[config.mk]
export PLATFORM = sky130hd
export DESIGN_NAME = serial_addsub_seq
export DESIGN_NICKNAME = d
export VERILOG_FILES = /design/src/rtl/alu_pkg.sv /design/src/rtl/cla_slice4.sv /design/src/rtl/serial_addsub_seq.sv
export SDC_FILE = /design/constraint.sdc
export NUM_CORES = 1
export LEC_CHECK = 0
export CAP_MARGIN = 20
export CORE_ASPECT_RATIO = 2
export CORE_MARGIN = 1
export CORE_UTILIZATION = 25
export CTS_CLUSTER_SIZE = 8
export DETAILED_ROUTE_END_ITERATION = 6
export PLACE_DENSITY = 0.46
export SYNTH_ARGS = -nofsm -noshare
export SYNTH_HDL_FRONTEND = slang
export SYNTH_SLANG_ARGS = --single-unit
[constraint.sdc]
create_clock -name clk -period 3.7 [get_ports clk]
set_input_delay 0.74 -clock clk [delete_from_list [all_inputs] [get_ports clk]]
set_output_delay 0.74 -clock clk [all_outputs]
set_load 0.01 [all_outputs]
[src/rtl/alu_pkg.sv]
// Shared ALU types and constants for the serial add/sub sequencer.
// Holds the FSM state enum, the slice width and the index-width helper.
package alu_pkg;

  typedef enum logic [1:0] {
    IDLE,
    RUN,
    DONE
  } addsub_state_t;

  localparam int SLICE_W = 4;

  // Slice-index width; a single-slice build still needs one bit.
  function automatic int idx_w(input int width);
    int n;
    n = width / SLICE_W;
    return (n > 1) ? $clog2(n) : 1;
  endfunction

endpackage

[src/rtl/cla_slice4.sv]
// 4-bit carry-lookahead adder slice, purely combinational.
// All carries are computed in parallel from generate/propagate terms.
module cla_slice4 (
  input  logic [3:0] i_a,
  input  logic [3:0] i_b,
  input  logic       i_ci,
  output logic [3:0] o_s,
  output logic       o_co
);

  logic [3:0] w_p;
  logic [3:0] w_g;
  logic [4:0] w_c;

  assign w_p = i_a ^ i_b;
  assign w_g = i_a & i_b;

  assign w_c[0] = i_ci;
  assign w_c[1] = w_g[0]
                | (w_p[0] & i_ci);
  assign w_c[2] = w_g[1]
                | (w_p[1] & w_g[0])
                | (w_p[1] & w_p[0] & i_ci);
  assign w_c[3] = w_g[2]
                | (w_p[2] & w_g[1])
                | (w_p[2] & w_p[1] & w_g[0])
                | (w_p[2] & w_p[1] & w_p[0] & i_ci);
  assign w_c[4] = w_g[3]
                | (w_p[3] & w_g[2])
                | (w_p[3] & w_p[2] & w_g[1])
                | (w_p[3] & w_p[2] & w_p[1] & w_g[0])
                | (w_p[3] & w_p[2] & w_p[1] & w_p[0] & i_ci);

  assign o_s  = w_p ^ w_c[3:0];
  assign o_co = w_c[4];

endmodule

[src/rtl/serial_addsub_seq.sv]
// Nibble-serial WIDTH-bit add/subtract over one shared CLA slice.
// Define SERIAL_ADDSUB_OVF_EN to add the signed overflow output.
module serial_addsub_seq
  import alu_pkg::*;
#(
  parameter int WIDTH = 16
) (
  input  logic             clk,
  input  logic             rst,
  input  logic             start,
  input  logic             sub,
  input  logic [WIDTH-1:0] a,
  input  logic [WIDTH-1:0] b,
  input  logic             carry_in,
  output logic             ready,
  output logic             busy,
  output logic [WIDTH-1:0] result,
  output logic             carry_out,
  output logic             done
`ifdef SERIAL_ADDSUB_OVF_EN
  ,
  output logic             overflow
`endif
);

  localparam int N  = WIDTH / SLICE_W;
  localparam int IW = idx_w(WIDTH);
  localparam logic [IW-1:0] LAST = IW'(N - 1);

  addsub_state_t r_state;
  addsub_state_t w_next;

  logic [WIDTH-1:0]   r_a;
  logic [WIDTH-1:0]   r_b;
  logic               r_cy;
  logic [IW-1:0]      r_idx;
  logic [WIDTH-1:0]   r_result;
  logic               r_cout;
  logic               r_done;

  logic [SLICE_W-1:0] w_a_nib;
  logic [SLICE_W-1:0] w_b_nib;
  logic [SLICE_W-1:0] w_sum;
  logic               w_co;
  logic [WIDTH-1:0]   w_res_nxt;
  logic               w_last;
  logic               w_accept;

  assign w_last   = (r_idx == LAST);
  assign w_accept = start && (r_state != RUN);

  always_comb begin
    w_a_nib = '0;
    w_b_nib = '0;
    for (int k = 0; k < N; k++) begin
      if (r_idx == IW'(k)) begin
        w_a_nib = r_a[k*SLICE_W +: SLICE_W];
        w_b_nib = r_b[k*SLICE_W +: SLICE_W];
      end
    end
  end

  cla_slice4 u_slice (
    .i_a  (w_a_nib),
    .i_b  (w_b_nib),
    .i_ci (r_cy),
    .o_s  (w_sum),
    .o_co (w_co)
  );

  always_comb begin
    w_res_nxt = r_result;
    for (int k = 0; k < N; k++) begin
      if (r_idx == IW'(k)) begin
        w_res_nxt[k*SLICE_W +: SLICE_W] = w_sum;
      end
    end
  end

  always_comb begin
    w_next = r_state;
    unique case (r_state)
      IDLE, DONE: w_next = start ? RUN : IDLE;
      RUN:        w_next = w_last ? DONE : RUN;
      default:    w_next = IDLE;
    endcase
  end

  always_ff @(posedge clk) begin
    if (rst) begin
      r_state <= IDLE;
    end else begin
      r_state <= w_next;
    end
  end

  always_ff @(posedge clk) begin
    if (rst) begin
      r_a      <= '0;
      r_b      <= '0;
      r_cy     <= 1'b0;
      r_idx    <= '0;
      r_result <= '0;
      r_cout   <= 1'b0;
      r_done   <= 1'b0;
    end else begin
      r_done <= 1'b0;
      if (w_accept) begin
        r_a      <= a;
        r_b      <= sub ? ~b : b;
        r_cy     <= sub | carry_in;
        r_idx    <= '0;
        r_result <= '0;
      end else if (r_state == RUN) begin
        r_result <= w_res_nxt;
        r_cy     <= w_co;
        if (w_last) begin
          r_idx  <= '0;
          r_cout <= w_co;
          r_done <= 1'b1;
        end else begin
          r_idx <= r_idx + 1'b1;
        end
      end
    end
  end

`ifdef SERIAL_ADDSUB_OVF_EN
  logic r_ovf;
  logic w_ovf;

  // Same-sign operands whose sum flips sign.
  assign w_ovf = (w_a_nib[SLICE_W-1] == w_b_nib[SLICE_W-1])
              && (w_sum[SLICE_W-1] != w_a_nib[SLICE_W-1]);

  always_ff @(posedge clk) begin
    if (rst) begin
      r_ovf <= 1'b0;
    end else if (!w_accept && r_state == RUN && w_last) begin
      r_ovf <= w_ovf;
    end
  end

  assign overflow = r_ovf;
`endif

  assign ready     = (r_state != RUN);
  assign busy      = (r_state == RUN);
  assign result    = r_result;
  assign carry_out = r_cout;
  assign done      = r_done;

endmodule

Yosys cells after proc, flatten, opt, wreduce, memory -nomap -nowiden
Index checks and enable logic that the tools add are counted.
{"block": "op_classes", "bitwise": 33, "n_addsub": 1, "n_reduce_logical": 12, "eq_ne": 6, "n_mux": 16}
{"cell": "$mux W4", "count": 8}
{"cell": "$and A1 B1 Y1", "count": 16}
{"cell": "$mux W16", "count": 1}
{"cell": "$not A16 Y16", "count": 1}
{"cell": "$or A1 B1 Y1", "count": 11}
{"cell": "$reduce_and A2 Y1", "count": 4}
{"cell": "$xor A4 B4 Y4", "count": 2}
{"cell": "$eq A2 B2 Y1 const B", "count": 3}
{"cell": "$and A4 B4 Y4", "count": 1}
{"cell": "$eq A2 B1 Y1 const B", "count": 2}
{"cell": "$logic_not A2 Y1", "count": 2}
{"cell": "$mux W1", "count": 4}
{"cell": "$mux W2", "count": 2}
{"cell": "$pmux W2 S2", "count": 1}
{"cell": "$reduce_or A2 Y1", "count": 2}
{"cell": "$reduce_and A3 Y1", "count": 1}
{"cell": "$reduce_or A3 Y1", "count": 1}
{"cell": "$add A2 B1 Y2 const B", "count": 1}
{"cell": "$ne A2 B1 Y1 const B", "count": 1}
{"cell": "$not A1 Y1", "count": 2}
{"cell": "$reduce_bool A2 Y1", "count": 1}
{"cell": "$logic_and A1 B1 Y1", "count": 1}
{"block": "word_totals", "wordCells": 79, "out_inout_bits": 20, "ff_bits": 55, "input_bits": 37}

Depth between registers and ports, before layout
Gate-level depths: netlist (run 1).
{"block": "logic_depth", "word_depth": 13, "mapped_depth": 13, "mapped_depth_nobuf": 11}

Cells and area by module
A second synthesis (run 1) with hierarchy kept.
{"block": "hier_totals", "hier_cells": 309, "area_unflattened_um2": 2653.8}
{"mod": "serial_addsub_seq", "instances": 1, "cells_per_inst": 292, "area_per_inst_um2": 2506.2, "seq_area_each_um2": 1101.1}
{"mod": "cla_slice4", "instances": 1, "cells_per_inst": 17, "area_per_inst_um2": 147.6, "seq_area_each_um2": 0.0}

Worst setup path after synthesis (run 1)
No wires, ideal clock.
{"block": "synth_path", "path_type": "reg2reg", "from": "reg r_idx[0]", "to": "reg r_cy", "setup_time_ns": 0.143, "path_buffers": 1, "path_slack_ns": 1.014, "required_ns": 3.557, "arrival_time_ns": 2.544, "synth_period_minus_slack_ns": 2.686, "path_stages_with_launch": 13, "cell_sequence": "dfxtp_1 > inv_1 > ha_1 > clkbuf_1 > nand3b_1 > a21oi_1 > a21oi_1 > o21ai_0 > ha_1 > a211oi_2 > nor3_1 > nor3_1 > a211oi_1"}
{"block": "synth_between", "elab_chain_len": 13, "word_cells_on_any_way": 27, "cone_classes": "eq/ne: 3; mux: 10; bitwise: 13; reduce/logical: 1"}
{"item": "start, declared", "line_no": "serial_addsub_seq.sv:36", "source": "logic [IW-1:0] r_idx;"}
{"item": "start signal, assigned", "line_no": "serial_addsub_seq.sv:122", "source": "r_idx <= r_idx + 1'b1;"}
{"item": "$logic_not A2 Y1", "line_no": "serial_addsub_seq.sv:56", "source": "if (r_idx == IW'(k)) begin"}
{"item": "$mux W4 (4 in series)", "line_no": "serial_addsub_seq.sv:56"}
{"item": "$xor A4 B4 Y4 or $and A4 B4 Y4 (tied branches)", "line_no": "cla_slice4.sv:15, cla_slice4.sv:16"}
{"item": "$and A1 B1 Y1, on equally long branches"}
{"item": "$or A1 B1 Y1, or another cell as far along", "line_no": "cla_slice4.sv:29", "source": "| (w_p[3] & w_g[2])"}
{"item": "$or A1 B1 Y1, or another cell as far along", "line_no": "cla_slice4.sv:30", "source": "| (w_p[3] & w_p[2] & w_g[1])"}
{"item": "$or A1 B1 Y1 or $and A1 B1 Y1 (tied branches)", "line_no": "cla_slice4.sv:31, cla_slice4.sv:32"}
{"item": "$or A1 B1 Y1 (*)", "line_no": "cla_slice4.sv:32", "source": "| (w_p[3] & w_p[2] & w_p[1] & w_p[0] & i_ci);"}
{"item": "$mux W1 (*)", "line_no": "serial_addsub_seq.sv:114", "source": "end else if (r_state == RUN) begin"}
{"item": "$mux W1 (*)", "line_no": "serial_addsub_seq.sv:108", "source": "if (w_accept) begin"}
{"item": "end signal, assigned", "line_no": "serial_addsub_seq.sv:111", "source": "r_cy <= sub | carry_in;"}
{"item": "end signal, assigned", "line_no": "serial_addsub_seq.sv:116", "source": "r_cy <= w_co;"}
{"item": "end, declared", "line_no": "serial_addsub_seq.sv:35", "source": "logic r_cy;"}
Every way passes the cells marked *; elsewhere a longest branch is shown, timed or not. The select of a mux whose other input is x is not followed.
A chain may end at the register's enable or synchronous reset.

Final worst setup path (run 1)
{"block": "layout_path", "from": "reg r_idx[1]", "to": "reg r_cout, in the netlist carry_out"}
{"block": "layout_between", "elab_chain_len": 11, "word_cells_on_any_way": 26, "cone_classes": "eq/ne: 3; mux: 8; bitwise: 13; reduce/logical: 2"}
{"item": "$logic_not A2 Y1", "line_no": "serial_addsub_seq.sv:56"}
{"item": "$mux W4 (4 in series)", "line_no": "serial_addsub_seq.sv:56"}
{"item": "$xor A4 B4 Y4 or $and A4 B4 Y4 (tied branches)", "line_no": "cla_slice4.sv:15, cla_slice4.sv:16"}
{"item": "$and A1 B1 Y1, on equally long branches"}
{"item": "$or A1 B1 Y1, or another cell as far along", "line_no": "cla_slice4.sv:29"}
{"item": "$or A1 B1 Y1, or another cell as far along", "line_no": "cla_slice4.sv:30"}
{"item": "$or A1 B1 Y1 or $and A1 B1 Y1 (tied branches)", "line_no": "cla_slice4.sv:31, cla_slice4.sv:32"}
{"item": "$or A1 B1 Y1", "line_no": "cla_slice4.sv:32"}
{"item": "end signal, assigned", "line_no": "serial_addsub_seq.sv:119", "source": "r_cout <= w_co;"}
{"item": "end, declared", "line_no": "serial_addsub_seq.sv:38", "source": "logic r_cout;"}
Several ways; a longest one is shown, not always the timed one.

==> reports/results.tsv, run 1 <==
metric	value	unit
H-tree levels	2	
Via Count	2397	
relative max-transition margin	0.388	
part of the power in combinational logic	0.178	
type of element launching the critical path	register	
count of hold buffers inserted by post-cts repair	0	
Total Routed Length	7.20	mm
Synth top area share	0.408	
total iterations of the first detailed-routing run	4	
number of placement rows	53	
Post-Route Utilization	0.336	
Required @ worst endpoint	3.88	ns
Critical Path AT	3.36	ns
IO buf count	56	
category of the most critical setup path	reg2reg	
setup repair after global routing missed its margin	no	
maximum clock frequency	0.315	GHz
TritonCTS Buffers	5	
switching share of power	0.263	
number of buffers on the longest clock path	2	
antenna cell count	0	
total leakage power	1.27	nW
fraction of synthesis flops using an asynchronous set or reset pin	0	
worst skew pair latency	0.29	ns
Layout fillers	1193	
Core Region	0.0105	sq mm
Via density	4.68	
P_sw	0.366	mW
post-cts gate resize count	0	
post-synthesis net count	377	
P_int	1.02	mW
most instantiated flip-flop cell in the synthesis netlist	dfxtp_1	
slowest stage cell on the critical path	a211oi_2	
initial cell density of the core	0.258	
Post-Synthesis Cell Area	0.00270	sq mm
net total in the final layout	420	
max-cap check violation count	0	
register-to-register setup slack	0.52	ns
CTS tree	built	
slew at the pin with the worst max-slew slack	0.916	ns
flop and latch count out of synthesis	55	
largest net degree at the start of global routing	49	
sequential fraction of the synthesis area	0.408	
global placement routability congestion	0.774	
die area	0.0112	sq mm
Chip Height	149	um
clock edge transition at the registers on the reported setup and hold paths	0.07	ns
delay of the slowest cell on the worst path	0.50	ns
crit-path leading delay family	compound AO/OA/AOI/OAI gates	
synthesized netlist cell count	331	
number of top-level pins	57	
kind of path behind the tightest hold check	reg2reg	
outcome	completed	
Critical Path, Cell by Cell	inv_1 -> ha_1 -> nand3b_1 -> a21oi_1 -> a21oi_1 -> o21ai_0 -> ha_1 -> a211oi_2 -> nor3_1 -> nor3_1 -> nor3_1	
final hold violation count	0	
total negative slack for setup checks	0	ns
Unique masters post-synth	37	
post-detailed-route count of antenna-violating nets	0	
# placed instances	504	
CP most frequent cell	nor3_1	
relative contribution of the clock network to total power	0.358	
power density over cell area	395	mW/mm^2
root buffer cell	clkbuf_16	
Pins Over Slew Limit	0	
top cell type by total area after synthesis	dfxtp_1	
global-route wire length before repair	11.9	mm
critical-path maximum fanout	23	
number of antenna violations at the first check in global routing	0	
Total GRT Usage	0.141	
number of remaining DRC errors	0	
area added between synthesis and finish	30.3	%
worst slack at placement	0.480	ns
per-instance average area after synthesis	8.16	sq um
maximum ir drop on the vdd rail	0.224	mV
width of the die	75.5	um
Pwr Total	1.39	mW
Post-CTS Setup Inserts	0	
final period demand of the worst path	3.18	ns
fin worst setup slack	0.522	ns
Overflow after GRT	0	
detailed router's first-iteration violation count	86	
final setup violating endpoints	0	
cell types with the largest area share after synthesis	dfxtp_1, nand2_1, a21oi_1	
Final period util	0.859	
Bufs and invs on worst path	1	
share of power burned in registers	0.463	
number of flops mapped to enable cells by yosys	0	
half-perimeter wire length of the detailed placement result	5.46	mm
critical path capture point type	register	
via count of the first global-routing pass	2484	
final cell count without fillers	512	
CTS Sinks	55	
warning count from the yosys run	0	
final setup skew	0.00698	ns
fraction of layout instances using a drive strength above 1	0.0533	
routed length per instance	14.1	um
-- cell families (layout without fill, tap and decap cells) --
| family | Yosys count | after routing | share of synthesized area |
|---|---|---|---|
| buffers and inverters | 30 | 74 | 0.0496 |
| AOI/OAI and AO/OA | 86 | 86 | 0.198 |
| adders and majority gates | 9 | 9 | 0.0445 |
| and+or+nand+nor | 130 | 130 | 0.231 |
| muxes | 4 | 4 | 0.0148 |
| DFF | 55 | 55 | 0.408 |
| xor gates and xnor gates | 17 | 17 | 0.0551 |
-- power by group through the flow --
stage	Sequential [mW]	Clock, mW	Combinational (mW)
global placement	0.658	0	0.249
finish	0.644	0.498	0.248
global route	0.648	0.535	0.279
CTS	0.644	0.517	0.252
floorplan	0.653	0	0.162
detailed placement	0.658	0	0.251
-- Yosys cell counts, types with 2 or more instances --
cell type,instances
o2111ai_1,3
a211oi_1,18
nand3_1,7
buf_1,3
and2_1,2
mux2i_1,4
or4_1,3
inv_1,3
nand2_1,68
clkbuf_1,12
nor2_1,25
and4b_1,4
a21o_1,2
buf_2,10
dfxtp_1,55
o21ai_0,8
a21oi_1,43
nand2b_1,2
nor4b_1,4
xnor2_1,17
a311oi_1,3
nand3b_1,8
nor3_1,4
a31oi_1,3
ha_1,8
-- area by class of cell --
cell class                 instances  area [sq um]  area share
inverter                           4          20.0     0.00569
tap                              137           171      0.0487
timing repair buffer              62           606       0.172
sequential                        55          1100       0.313
clock buffer                       8           156      0.0444
multi-input combinational        246          1470       0.416
-- metal layers --
metal  track usage  share of wire  vias up  wire (um)
met5             0              0        -          0
met2         0.268           0.55       50       3990
met3        0.0182          0.022       13        156
met1         0.143           0.39     1096       2820
met4        0.0667          0.031        0        222
li1              -              -     1238          -
-- through the flow --
stage               area (sq um)  hold WS, ns
CTS                         3520        0.458
floorplan                   2700        0.436
global placement            3360        0.446
global route                3520        0.478
finish                      3520        0.455
detailed placement          3360        0.448
-- path summary, 6_finish.rpt --
path / startpoint / to / cells after the start
min: result[0] / result[0] / 2
min reg2reg: result[0] / result[0] / 2
max reg2reg: r_idx[1] / carry_out / 11
max: r_idx[1] / carry_out / 11
-- placed cells by master, fill, tap and decap left out, types with 5 or more instances in the layout --
| cell type | Yosys | final |
|---|---|---|
| a21oi_1 | 43 | 43 |
| dfxtp_1 | 55 | 55 |
| o21ai_0 | 8 | 8 |
| nand3_1 | 7 | 7 |
| buf_4 | 1 | 6 |
| xnor2_1 | 17 | 17 |
| nand2_1 | 68 | 68 |
| clkdlybuf4s50_1 | 0 | 56 |
| a211oi_1 | 18 | 18 |
| clkbuf_16 | 0 | 5 |
| nor2_1 | 25 | 25 |
| ha_1 | 8 | 8 |
| nand3b_1 | 8 | 8 |
-- worst register-to-register path, cell delays in order (launching register included) --
cell	delay (ns)
dfxtp_1	0.37
inv_1	0.08
ha_1	0.42
nand3b_1	0.27
a21oi_1	0.19
a21oi_1	0.06
o21ai_0	0.38
ha_1	0.34
a211oi_2	0.50
nor3_1	0.15
nor3_1	0.24
nor3_1	0.08
-- state kept, by name (all words and copies together) (netlist names) --
register   count
carry_out      1
done           1
r_a           16
r_b           16
r_cy           1
r_idx          2
r_state        2
result        16
No activity file was read; power rests on OpenSTA's default activity.
==> inputs of run 2 (changes only) <==
Settings changed: HOLD_SLACK_MARGIN from default to 0.1.
==> results of run 2 <==
No change in the layout: final DEF, timing and power equal those of run 1.
==> inputs of run 3 (changes only) <==
Settings changed: CORE_UTILIZATION 25 to 30, PLACE_DENSITY 0.46 to 0.55.
Clock period 3.7 ns to 2.6 ns, I/O delays scaled along.
==> reports/results.tsv, run 3 (same netlist as run 1, synthesis figures left out) <==
metric	value	unit	change
outcome	completed		
maximum ir drop on the vdd rail	0.274	mV	+22%
most frequent standard cell in the layout excluding fill and tap cells	nand2_1		
total negative slack for setup checks	0	ns	unchanged
number of top-level pins	57		unchanged
critical-path maximum fanout	6		-74%
Required @ worst endpoint	2.79	ns	-1.09 ns
Pwr Total	2.21	mW	+59%
maximum clock frequency	0.408	GHz	+30%
total iterations of the first detailed-routing run	4		unchanged
number of buffers on the longest clock path	2		unchanged
final period demand of the worst path	2.45	ns	-0.730 ns
Final period util	0.942		+0.0827
total leakage power	1.42	nW	+12%
worst slack at placement	-0.194	ns	-0.674 ns
number of antenna violations at the first check in global routing	0		unchanged
leading cell types in the layout, fill and taps excluded	nand2_1, clkdlybuf4s50_1, dfxtp_1, a21oi_1, nor2_1		
number of placement rows	48		-9.4%
clock edge transition at the registers on the reported setup and hold paths	0.07	ns	about the same
final setup skew	0.00384	ns	-0.00315 ns
max-cap check violation count	0		unchanged
Critical Path AT	2.64	ns	-0.72 ns
post-place instance area	0.00348	sq mm	+3.5%
global-route wire length before repair	11.9	mm	+0.53%
Total Routed Length	7.48	mm	+3.9%
critical path capture point type	register		
routed length per instance	15.0	um	+6.8%
largest net degree at the start of global routing	49		unchanged
final setup violating endpoints	0		unchanged
CTS Sinks	55		unchanged
initial cell density of the core	0.310		+0.0524
number of remaining DRC errors	0		unchanged
fraction of layout instances using a drive strength above 1	0.153		+0.0999
area added between synthesis and finish	41.1	%	
width of the die	69.1	um	-8.5%
kind of path behind the tightest hold check	reg2reg		
root buffer cell	clkbuf_16		
antenna cell count	0		unchanged
CTS tree	built		
via count of the first global-routing pass	2532		+1.9%
type of element launching the critical path	register		
relative max-transition margin	0.592		+0.205
IO buf count	56		unchanged
die area	0.00941	sq mm	-16%
half-perimeter wire length of the detailed placement result	5.80	mm	+6.1%
Pins Over Slew Limit	0		unchanged
TritonCTS Buffers	5		unchanged
worst skew pair latency	0.30	ns	about the same
Via Count	2530		+5.5%
slew at the pin with the worst max-slew slack	0.612	ns	-0.304 ns
global placement routability congestion	0.842		+8.8%
final hold violation count	0		unchanged
Via density	5.08		+8.5%
category of the most critical setup path	reg2reg		
Overflow after GRT	0		unchanged
net total in the final layout	443		+5.5%
post-route cell area	0.00381	sq mm	+8.2%
post-detailed-route count of antenna-violating nets	0		unchanged
Total GRT Usage	0.165		+0.0236
H-tree levels	2		unchanged
Core Region	0.00871	sq mm	-17%
power density over cell area	581	mW/mm^2	+47%
detailed router's first-iteration violation count	135		+57%
Chip Height	136	um	-8.6%
fin worst setup slack	0.151	ns	-0.370 ns
## run 3: cell count changes in the layout (fill, tap and decap cells not counted), sizes merged
cell,previous run,this run
buf,6,29
bufinv,0,2
clkbuf,8,5
clkinvlp,0,1
## run 3: stage by stage
| step | std cells | hold WS [ns] | util |
|---|---|---|---|
| finish | 498 | 0.454 | 0.438 |
| global route | 498 | 0.487 | 0.438 |
| CTS | 494 | 0.460 | 0.424 |
| detailed placement | 486 | 0.450 | 0.400 |
| global placement | 486 | 0.448 | 0.400 |
| floorplan | 331 | 0.436 | - |
## run 3: final timing paths
check / startpoint / end / slack (ns) / cells past startpoint
setup / recovery: r_idx[1] / result[11] / 0.15 / 12
hold / removal: result[4] / result[4] / 0.45 / 2
setup reg to reg: r_idx[1] / result[11] / 0.15 / 12
hold reg to reg: result[4] / result[4] / 0.45 / 2
## run 3: cell type report
| type | count | area (sq um) |
|---|---|---|
| Timing Repair Buffer | 85 | 800 |
| Multi-Input combinational cell | 246 | 1560 |
| Clock inverter | 3 | 67.6 |
| Sequential cell | 55 | 1110 |
| Fill cell | 897 | 4900 |
| Clock buffer | 5 | 125 |
| Inverter | 4 | 22.5 |
| Tap cell | 100 | 125 |
## run 3: power breakdown
| group | internal [mW] | switching [mW] | leakage, nW |
|---|---|---|---|
| registers | 0.887 | 0.0343 | 0.452 |
| logic | 0.219 | 0.215 | 0.877 |
| clock network | 0.552 | 0.306 | 0.0900 |
| total | 1.66 | 0.555 | 1.42 |
## run 3: per-layer routing
metal	vias to the layer above	global-route usage	wire length, um
li1	1285	-	-
met5	-	0	0
met3	24	0.0259	200
met4	0	0.126	445
met1	1154	0.150	2650
met2	67	0.317	4180
## run 3: what timing repair did
item	4_1_cts	5_1_grt
setup buffers	0	3
cloned	0	1
endpoints found under the setup margin	12	14
hold buffers	0	0
pin swaps	0	10
gates resized for setup	7	27
## run 3: critical path, cell delays in order, from the launching register on
cell and delay [ns]:
dfxtp_4 0.37, inv_2 0.06, ha_4 0.18, buf_4 0.15
nand3b_1 0.15, a21oi_1 0.14, a21oi_1 0.06, o21ai_2 0.15
ha_2 0.32, a41o_1 0.26, a21oi_4 0.22, mux2i_1 0.22
nand2_1 0.07
